### src/rtl/mcu_bus_pkg.sv
// Shared constants for the external MCU bus responder: register addresses,
// status flag positions and the access-sequencer state encoding.
package mcu_bus_pkg;

    localparam logic [7:0] B0_ADDR      = 8'd0;
    localparam logic [7:0] B1_ADDR      = 8'd1;
    localparam logic [7:0] B2_ADDR      = 8'd2;
    localparam logic [7:0] B3_ADDR      = 8'd3;
    localparam logic [7:0] B4_ADDR      = 8'd4;
    localparam logic [7:0] B5_ADDR      = 8'd5;
    localparam logic [7:0] B6_ADDR      = 8'd6;
    localparam logic [7:0] OPERAND_ADDR = 8'd7;
    localparam logic [7:0] HOUR_ADDR    = 8'd8;
    localparam logic [7:0] MINUTE_ADDR  = 8'd9;
    localparam logic [7:0] STATUS_ADDR  = 8'd10;

    localparam int ST_HOUR   = 0;
    localparam int ST_MINUTE = 1;
    localparam int ST_ADDR   = 2;
    localparam int ST_RW     = 3;

    typedef enum logic [1:0] {
        S_IDLE  = 2'd0,
        S_WRITE = 2'd1,
        S_READ  = 2'd2
    } bus_state_t;

endpackage

### src/rtl/mcu_bus_slave_sync_edge.sv
// Multi-flop synchronizer for one asynchronous strobe, with a history flop
// that yields single-cycle rise/fall pulses in the clock domain.
module sync_edge #(
    parameter int   SYNC_STAGES = 2,
    parameter logic RESET_VAL   = 1'b0
) (
    input  logic clock,
    input  logic reset,
    input  logic din,
    output logic dout,
    output logic rise,
    output logic fall
);

    logic [SYNC_STAGES-1:0] sync_q;
    logic                   prev_q;

    always_ff @(posedge clock) begin
        if (reset) begin
            sync_q <= {SYNC_STAGES{RESET_VAL}};
            prev_q <= RESET_VAL;
        end else begin
            sync_q <= {sync_q[SYNC_STAGES-2:0], din};
            prev_q <= sync_q[SYNC_STAGES-1];
        end
    end

    assign dout = sync_q[SYNC_STAGES-1];
    assign rise = dout & ~prev_q;
    assign fall = ~dout & prev_q;

endmodule

### src/rtl/mcu_bus_slave.sv
// Chip-side responder for the external MCU bus: latches the address on ALE,
// commits validated writes into the configuration registers and serves reads.
//
//   state   | meaning
//   --------+-----------------------------------------------------------
//   S_IDLE  | no access in flight; watching for a Wbar or Rbar strobe
//   S_WRITE | write strobe active; commit on the synced Wbar rise
//   S_READ  | read strobe active; drive DBUS until Rbar or CSbar rises
module mcu_bus_slave
    import mcu_bus_pkg::*;
#(
    parameter int         SYNC_STAGES = 2,
    parameter logic [7:0] HOUR_MAX    = 8'd23,
    parameter logic [7:0] MINUTE_MAX  = 8'd59
) (
    input  logic        clock,
    input  logic        reset,
    input  logic [7:0]  ABUS,
    input  logic [7:0]  dbus_in,
    output logic [7:0]  dbus_out,
    output logic        dbus_oe,
    input  logic        CSbar,
    input  logic        ALE,
    input  logic        Rbar,
    input  logic        Wbar,
    output logic [55:0] b_regs,
    output logic [7:0]  operand,
    output logic [7:0]  hour,
    output logic [7:0]  minute,
    output logic [9:0]  wr_pulse,
    output logic [3:0]  status
);

    logic ale_sync, ale_rise, ale_fall;
    logic cs_sync, cs_rise, cs_fall;
    logic r_sync, r_rise, r_fall;
    logic w_sync, w_rise, w_fall;
    logic unused_sync;

    logic [7:0] abus_q, dbus_q, addr_q, addr_pend;
    logic       pend_q;

    bus_state_t state, state_next;
    logic       do_write, do_drive, read_done, rw_err;
    logic [9:0] wr_hit;
    logic [3:0] err_new;
    logic [7:0] rd_data;

    sync_edge #(.SYNC_STAGES(SYNC_STAGES), .RESET_VAL(1'b0)) u_sync_ale (
        .clock(clock), .reset(reset), .din(ALE),
        .dout(ale_sync), .rise(ale_rise), .fall(ale_fall)
    );
    sync_edge #(.SYNC_STAGES(SYNC_STAGES), .RESET_VAL(1'b1)) u_sync_cs (
        .clock(clock), .reset(reset), .din(CSbar),
        .dout(cs_sync), .rise(cs_rise), .fall(cs_fall)
    );
    sync_edge #(.SYNC_STAGES(SYNC_STAGES), .RESET_VAL(1'b1)) u_sync_r (
        .clock(clock), .reset(reset), .din(Rbar),
        .dout(r_sync), .rise(r_rise), .fall(r_fall)
    );
    sync_edge #(.SYNC_STAGES(SYNC_STAGES), .RESET_VAL(1'b1)) u_sync_w (
        .clock(clock), .reset(reset), .din(Wbar),
        .dout(w_sync), .rise(w_rise), .fall(w_fall)
    );

    assign unused_sync = ^{ale_sync, ale_rise, cs_rise, cs_fall, r_rise, r_fall, w_fall};

    always_ff @(posedge clock) begin
        if (reset) begin
            state <= S_IDLE;
        end else begin
            state <= state_next;
        end
    end

    always_comb begin
        state_next = state;
        do_write   = 1'b0;
        do_drive   = 1'b0;
        read_done  = 1'b0;
        rw_err     = 1'b0;
        case (state)
            S_IDLE: begin
                if (!cs_sync && !w_sync && r_sync) begin
                    state_next = S_WRITE;
                end else if (!cs_sync && !r_sync && w_sync) begin
                    state_next = S_READ;
                end else if (!r_sync && !w_sync) begin
                    rw_err = 1'b1;
                end
            end
            S_WRITE: begin
                if (w_rise) begin
                    do_write   = 1'b1;
                    state_next = S_IDLE;
                end else if (cs_sync) begin
                    state_next = S_IDLE;
                end
            end
            S_READ: begin
                if (r_sync || cs_sync) begin
                    read_done  = r_sync;
                    state_next = S_IDLE;
                end else begin
                    do_drive = 1'b1;
                end
            end
            default: state_next = S_IDLE;
        endcase
    end

    // Write validation: out-of-range time values and unmapped addresses raise flags instead.
    always_comb begin
        wr_hit          = '0;
        err_new         = '0;
        err_new[ST_RW]  = rw_err;
        if (do_write) begin
            if (addr_q <= OPERAND_ADDR) begin
                wr_hit[addr_q[2:0]] = 1'b1;
            end else if (addr_q == HOUR_ADDR) begin
                if (dbus_q <= HOUR_MAX) wr_hit[8] = 1'b1;
                else                    err_new[ST_HOUR] = 1'b1;
            end else if (addr_q == MINUTE_ADDR) begin
                if (dbus_q <= MINUTE_MAX) wr_hit[9] = 1'b1;
                else                      err_new[ST_MINUTE] = 1'b1;
            end else begin
                err_new[ST_ADDR] = 1'b1;
            end
        end
    end

    always_comb begin
        rd_data = '0;
        if (addr_q <= B6_ADDR) begin
            rd_data = b_regs[{addr_q[2:0], 3'b000} +: 8];
        end else begin
            case (addr_q)
                OPERAND_ADDR: rd_data = operand;
                HOUR_ADDR:    rd_data = hour;
                MINUTE_ADDR:  rd_data = minute;
                STATUS_ADDR:  rd_data = {4'b0000, status};
                default:      rd_data = '0;
            endcase
        end
    end

    always_ff @(posedge clock) begin
        if (reset) begin
            abus_q    <= '0;
            dbus_q    <= '0;
            addr_q    <= '0;
            addr_pend <= '0;
            pend_q    <= 1'b0;
            b_regs    <= '0;
            operand   <= '0;
            hour      <= '0;
            minute    <= '0;
            wr_pulse  <= '0;
            status    <= '0;
            dbus_out  <= '0;
            dbus_oe   <= 1'b0;
        end else begin
            abus_q   <= ABUS;
            dbus_q   <= dbus_in;
            wr_pulse <= wr_hit;
            dbus_oe  <= do_drive;
            if (do_drive) dbus_out <= rd_data;

            // An address arriving mid-access is parked until the access finishes.
            if (ale_fall) begin
                if (state == S_IDLE) begin
                    addr_q <= abus_q;
                    pend_q <= 1'b0;
                end else begin
                    addr_pend <= abus_q;
                    pend_q    <= 1'b1;
                end
            end else if (pend_q && state == S_IDLE) begin
                addr_q <= addr_pend;
                pend_q <= 1'b0;
            end

            for (int k = 0; k < 7; k++) begin
                if (wr_hit[k]) b_regs[k*8 +: 8] <= dbus_q;
            end
            if (wr_hit[7]) operand <= dbus_q;
            if (wr_hit[8]) hour    <= dbus_q;
            if (wr_hit[9]) minute  <= dbus_q;

            status <= ((read_done && addr_q == STATUS_ADDR) ? 4'h0 : status) | err_new;
        end
    end

endmodule

### config.mk
export PLATFORM = sky130hd
export DESIGN_NAME = mcu_bus_slave
export DESIGN_NICKNAME = d
export VERILOG_FILES = /design/src/rtl/mcu_bus_pkg.sv /design/src/rtl/mcu_bus_slave_sync_edge.sv /design/src/rtl/mcu_bus_slave.sv
export SDC_FILE = /design/constraint.sdc
export NUM_CORES = 1
export LEC_CHECK = 0
export ABC_AREA = 1
export CAP_MARGIN = 20
export CORE_MARGIN = 10
export CORE_UTILIZATION = 34
export DETAILED_ROUTE_END_ITERATION = 8
export PLACE_DENSITY = 0.57
export REMOVE_ABC_BUFFERS = 1
export SLEW_MARGIN = 20
export SYNTH_ARGS = -nofsm -noshare
export SYNTH_HDL_FRONTEND = slang
export SYNTH_HIERARCHICAL = 1
export SYNTH_SLANG_ARGS = --single-unit
export TNS_END_PERCENT = 1
### constraint.sdc
create_clock -name clock -period 1.95 [get_ports clock]
set_input_delay 0.39 -clock clock [delete_from_list [all_inputs] [get_ports clock]]
set_output_delay 0.39 -clock clock [all_outputs]
set_load 0.01 [all_outputs]
---- Word-level counts from Yosys, hierarchy flattened ----
Index checks and enable logic that the tools add are counted.
word-level totals
  register bits after elaboration ......... 148
  input port bits ......................... 22
  output and inout port bits .............. 103
cells by class
  $lt $le $gt $ge ......................... 6
  equality and inequality tests ........... 10
  shifts and indexed selects .............. 1
  multiplexer cells ....................... 43
  bitwise gates (word level) .............. 6
  reductions and logical operators ........ 17
operator list
  kind                number
  $shiftx 56x7->8     1
  $mux 8              5
  $pmux 8 s4          1
  $eq 8x4->1 const B  3
  $mux 1              24
  $le 8x3->1 const B  2
  $mux 2              7
  $mux 10             1
  $eq 8x3->1 const B  1
  $le 8x5->1 const B  1
  $le 8x6->1 const B  1
  $logic_and 1x1->1   8
  $mux 3              2
  $pmux 2 s3          1
  $lt 3x5->1 const B  1
  $mux 4              1
  $or 4x4->4          1
  $reduce_and 2->1    2
  $demux 1 s3         1
  $ge 3x1->1 const B  1
  $logic_not 1->1     3
  $ne 3x1->1 const B  1
  $ne 3x3->1 const B  1
  $not 1->1           3
  other kinds (9)     10

---- Depth between registers and ports, before layout ----
  depth after elaboration ................. 7
  depth in mapped cells ................... 13
  gate-level depth less buffers ........... 11

---- Hierarchy ----
The synthesis kept the hierarchy.
modules (own cells, without submodules)
  module                     times used  cells an instance  area an instance (um^2)  seq. area each (um^2)
  mcu_bus_slave              1           850                5944.5                   2762.6
  sync_edge (u_sync_cs ...)  3           13                 97.6                     60.1
  sync_edge (u_sync_ale)     1           12                 93.8                     60.1

---- Worst setup path after synthesis ----
OpenSTA, ideal clock, no wires.
  kind .................................... flip-flop to flip-flop
  start ................................... reg u_sync_w.sync_q[1]
  end ..................................... reg b_regs[24]
  setup time .............................. 0.116 ns
  arrival time ............................ 1.426 ns
  required time ........................... 1.834 ns
  path slack .............................. 0.408 ns
  cell stages (with the launch flop) ...... 11
  buffers on the path ..................... 1
  period minus slack after synthesis ...... 1.542 ns
  cells stage by stage .................... dfxtp_1 inv_1 nor2_1 nand3_4 inv_4 nand2_4 inv_2 buf_6 nand2_2 o21ai_0 nor2_1
between the ends
  longest elaborated chain between the ends .. 4
RTL lines
  what                            RTL line                       source
  start: declaration              mcu_bus_slave_sync_edge.sv:15  logic [SYNC_STAGES-1:0] sync_q;
  start signal: assignment        mcu_bus_slave_sync_edge.sv:20  sync_q <= {SYNC_STAGES{RESET_VAL}};
  start signal: assignment        mcu_bus_slave_sync_edge.sv:23  sync_q <= {sync_q[SYNC_STAGES-2:0], din};
  $and 1x1->1                     mcu_bus_slave_sync_edge.sv:29  assign rise = dout & ~prev_q;
  via w_rise                      mcu_bus_slave.sv:37            logic w_sync, w_rise, w_fall;
  $mux 1                          mcu_bus_slave.sv:93            if (w_rise) begin
  $mux 1                          mcu_bus_slave.sv:82            case (state)
  $mux 10                         mcu_bus_slave.sv:117           if (do_write) begin
  end signal: indexed assignment  mcu_bus_slave.sv:184           if (wr_hit[k]) b_regs[k*8 +: 8] <= dbus_q;
  end: declaration                mcu_bus_slave.sv:26            output logic [55:0] b_regs,
The timed path passes the listed nets, and every way through them passes these cells.
A chain may end at the register's enable or synchronous reset.

---- Worst setup path in the final report ----
  start ................................... reg operand[2]
  end ..................................... out operand[2]
RTL lines
  what                      RTL line              source
  start: declaration        mcu_bus_slave.sv:27   output logic [7:0] operand,
  start signal: assignment  mcu_bus_slave.sv:186  if (wr_hit[7]) operand <= dbus_q;
No word-level cell between the ends.

==> flow_metrics.py <==
metrics = {
    "pwr": {
        "power_density_nw_per_um2": 819.8,
        "peakVddDrop_mv": 0.6932,
        "p_seq_frac": 0.448,
        "clock_power_share": 0.506,
        "power_frac_comb": 0.047,
        "p_switching_mw": 1.557,
        "power.total_mw": 6.905,
        "p_int_mw": 5.348,
        "p_leak_nw": 3.615,
        "switching_share": 0.2255,
    },
    "synth": {
        "synth_area_per_cell_sq_um": 7.045,
        "postSynthCellCount": 886,
        "yosys_warnings": 6,
        "syn_area_sq_um": 6242,
    },
    "timing": {
        "worst_pin_slew_ns": 0.6360,
        "setup_viol": 0,
        "skew_ns": 0.01340,
        "rsz0062_at_grt": "no",
        "fmax_mhz": 548.6,
        "slew_violations": 0,
        "period_needed_ns": 1.823,
        "worst_hold_slack_ns": 0.4029,
        "min_period_over_period": 0.9347,
        "fin_ws_ns": 0.1273,
        "relSlewSlack": 0.5754,
        "setup-tns-final_ns": 0,
        "hold_viol": 0,
    },
    "critical_path": {
        "r2r_cells": 10,
        "timing.rr.end": "b_regs[20]",
        "path_class": "flop to primary output",
        "path_delay_family": "buffers and inverters",
        "rr_startpoint": "u_sync_w/sync_q[1]",
        "cp.arrival_ns": 1.43,
        "required_ns": 1.56,
        "startpoint_type": "flop",
        "rrSetupSlack_ns": 0.16,
        "critical_path_buf_inv_count": 1,
        "crit_slowest_cell": "clkdlybuf4s50_1",
        "worstPathCellList": "clkdlybuf4s50_1",
        "cpPeakStageDelay_ns": 0.58,
        "crit_path_max_fanout": 3,
        "crit_path_end_kind": "primary output",
    },
    "global_routing": {
        "grt_pass1_vias": 5616,
        "grt_use_total": 0.1607,
        "overflow": 0,
        "grt_pass1_wl_um": 30760,
        "grt_max_degree": 67,
        "antenna_found_initial": 0,
    },
    "detailed_routing": {
        "detail_route.iter0.violations": 375,
        "vias": 5865,
        "wirelength_um": 19430,
        "drt_pass1_iterations": 5,
        "route.detailed.drc": 0,
        "ant_nets": 0,
        "routedWlPerCell_um": 15.46,
        "vias_per_cell": 4.666,
    },
    "status": {
        "outcome": "finished clean",
    },
    "clocking": {
        "post_cts_resized": 0,
        "clk_latency_ns": 0.44,
        "root_buffer": "clkbuf_16",
        "clk_pin_slew_ns": 0.06,
        "cts_tree": "built",
        "clk_path_buf_depth": 2,
        "numCtsBuffers": 17,
        "post_cts_buffers": 0,
        "htreeDepth": 4,
        "cts_sinks": 148,
        "ctsHoldBuffers": 0,
    },
    "hold_path": {
        "worstHoldPathCells": 2,
        "hold_path_end": "u_sync_w/sync_q[1]",
        "hp-class": "flop to flop",
        "hp-start": "u_sync_w/sync_q[0]",
    },
    "placement": {
        "place_ws_ns": 0.1393,
        "dp_hpwl_um": 14320,
        "gp_congestion": 0.8304,
        "place_inst": 1225,
        "numPortBuffers": 124,
        "placed_cell_area_sq_um": 7796,
    },
    "die": {
        "rows": 49,
        "die_y_um": 155.5,
        "coreArea_sq_um": 18020,
        "die_w_um": 155.5,
        "start_util": 0.3463,
        "io_pins": 125,
        "die_area_sq_um": 24180,
    },
    "cells_and_area": {
        "area_delta_synth_final_pct": 34.94,
        "final_cells": 1257,
        "nets": 1037,
        "antenna_cells": 0,
        "utilization": 0.4673,
        "final_layout_size_suffix_gt1_frac": 0.09339,
        "finalInstanceArea_sq_um": 8423,
    },
    "job": {
        "drv_cap": 0,
    },
}
flip-flops by register name (all words and copies together) (netlist names):
name               flops
u_sync_ale/prev_q      1
addr_pend              8
wr_pulse              10
u_sync_w/prev_q        1
b_regs                56
addr_q                 8
u_sync_ale/sync_q      2
status                 4
state                  2
u_sync_cs/sync_q       2
operand                8
abus_q                 8
dbus_oe                1
u_sync_w/sync_q        2
dbus_out               8
hour                   8
pend_q                 1
minute                 8
u_sync_r/sync_q        2
dbus_q                 8
per-layer routing:
metal	vias up	wire length (um)	share of wire	global-route usage
met5	-	0	0	0
met4	0	296	0.015	0.05169
met3	18	1357	0.070	0.05156
met2	168	9024	0.46	0.2598
met1	2630	8755	0.45	0.1978
li1	3049	-	-	-
layout by cell type, fill, tap and decap left out, types with 17 or more instances in the layout:
cell type / n
nand2_1: 223
inv_1: 80
clkbuf_16: 17
clkdlybuf4s50_1: 123
nor2_1: 161
o21ai_0: 73
dfxtp_1: 148
a21oi_1: 68
nand3_1: 41
buf_4: 24
final cells by class:
type	instances	area [sq um]
clock buffer	19	442.9
clock inverter	13	181.4
fill	1853	9602
inverter	90	347.8
multi-input combinational	606	2705
sequential	148	2963
tap	229	286.5
timing repair buffer	152	1496
worst max path at each step:
stage | depth (start not counted) | startpoint | to
4_1_cts | 10 | u_sync_w/sync_q[1] | b_regs[20]
2_1_floorplan | 9 | addr_q[0] | dbus_out[4]
5_1_grt | 9 | u_sync_w/sync_q[1] | b_regs[19]
6_report | 1 | operand[2] | operand[2]
3_5_place_dp | 10 | u_sync_w/sync_q[1] | b_regs[20]
3_3_place_gp | 10 | u_sync_w/sync_q[1] | b_regs[18]
power groups by stage:
stage	logic (mW)	clock network [mW]	registers (mW)
after floorplan	0.138	0	3.16
after global placement	0.324	0	3.16
after detailed placement	0.323	0	3.16
after CTS	0.324	3.56	3.09
after global routing	0.357	3.68	3.09
final	0.322	3.49	3.09
(Power assumes the default switching activity.)
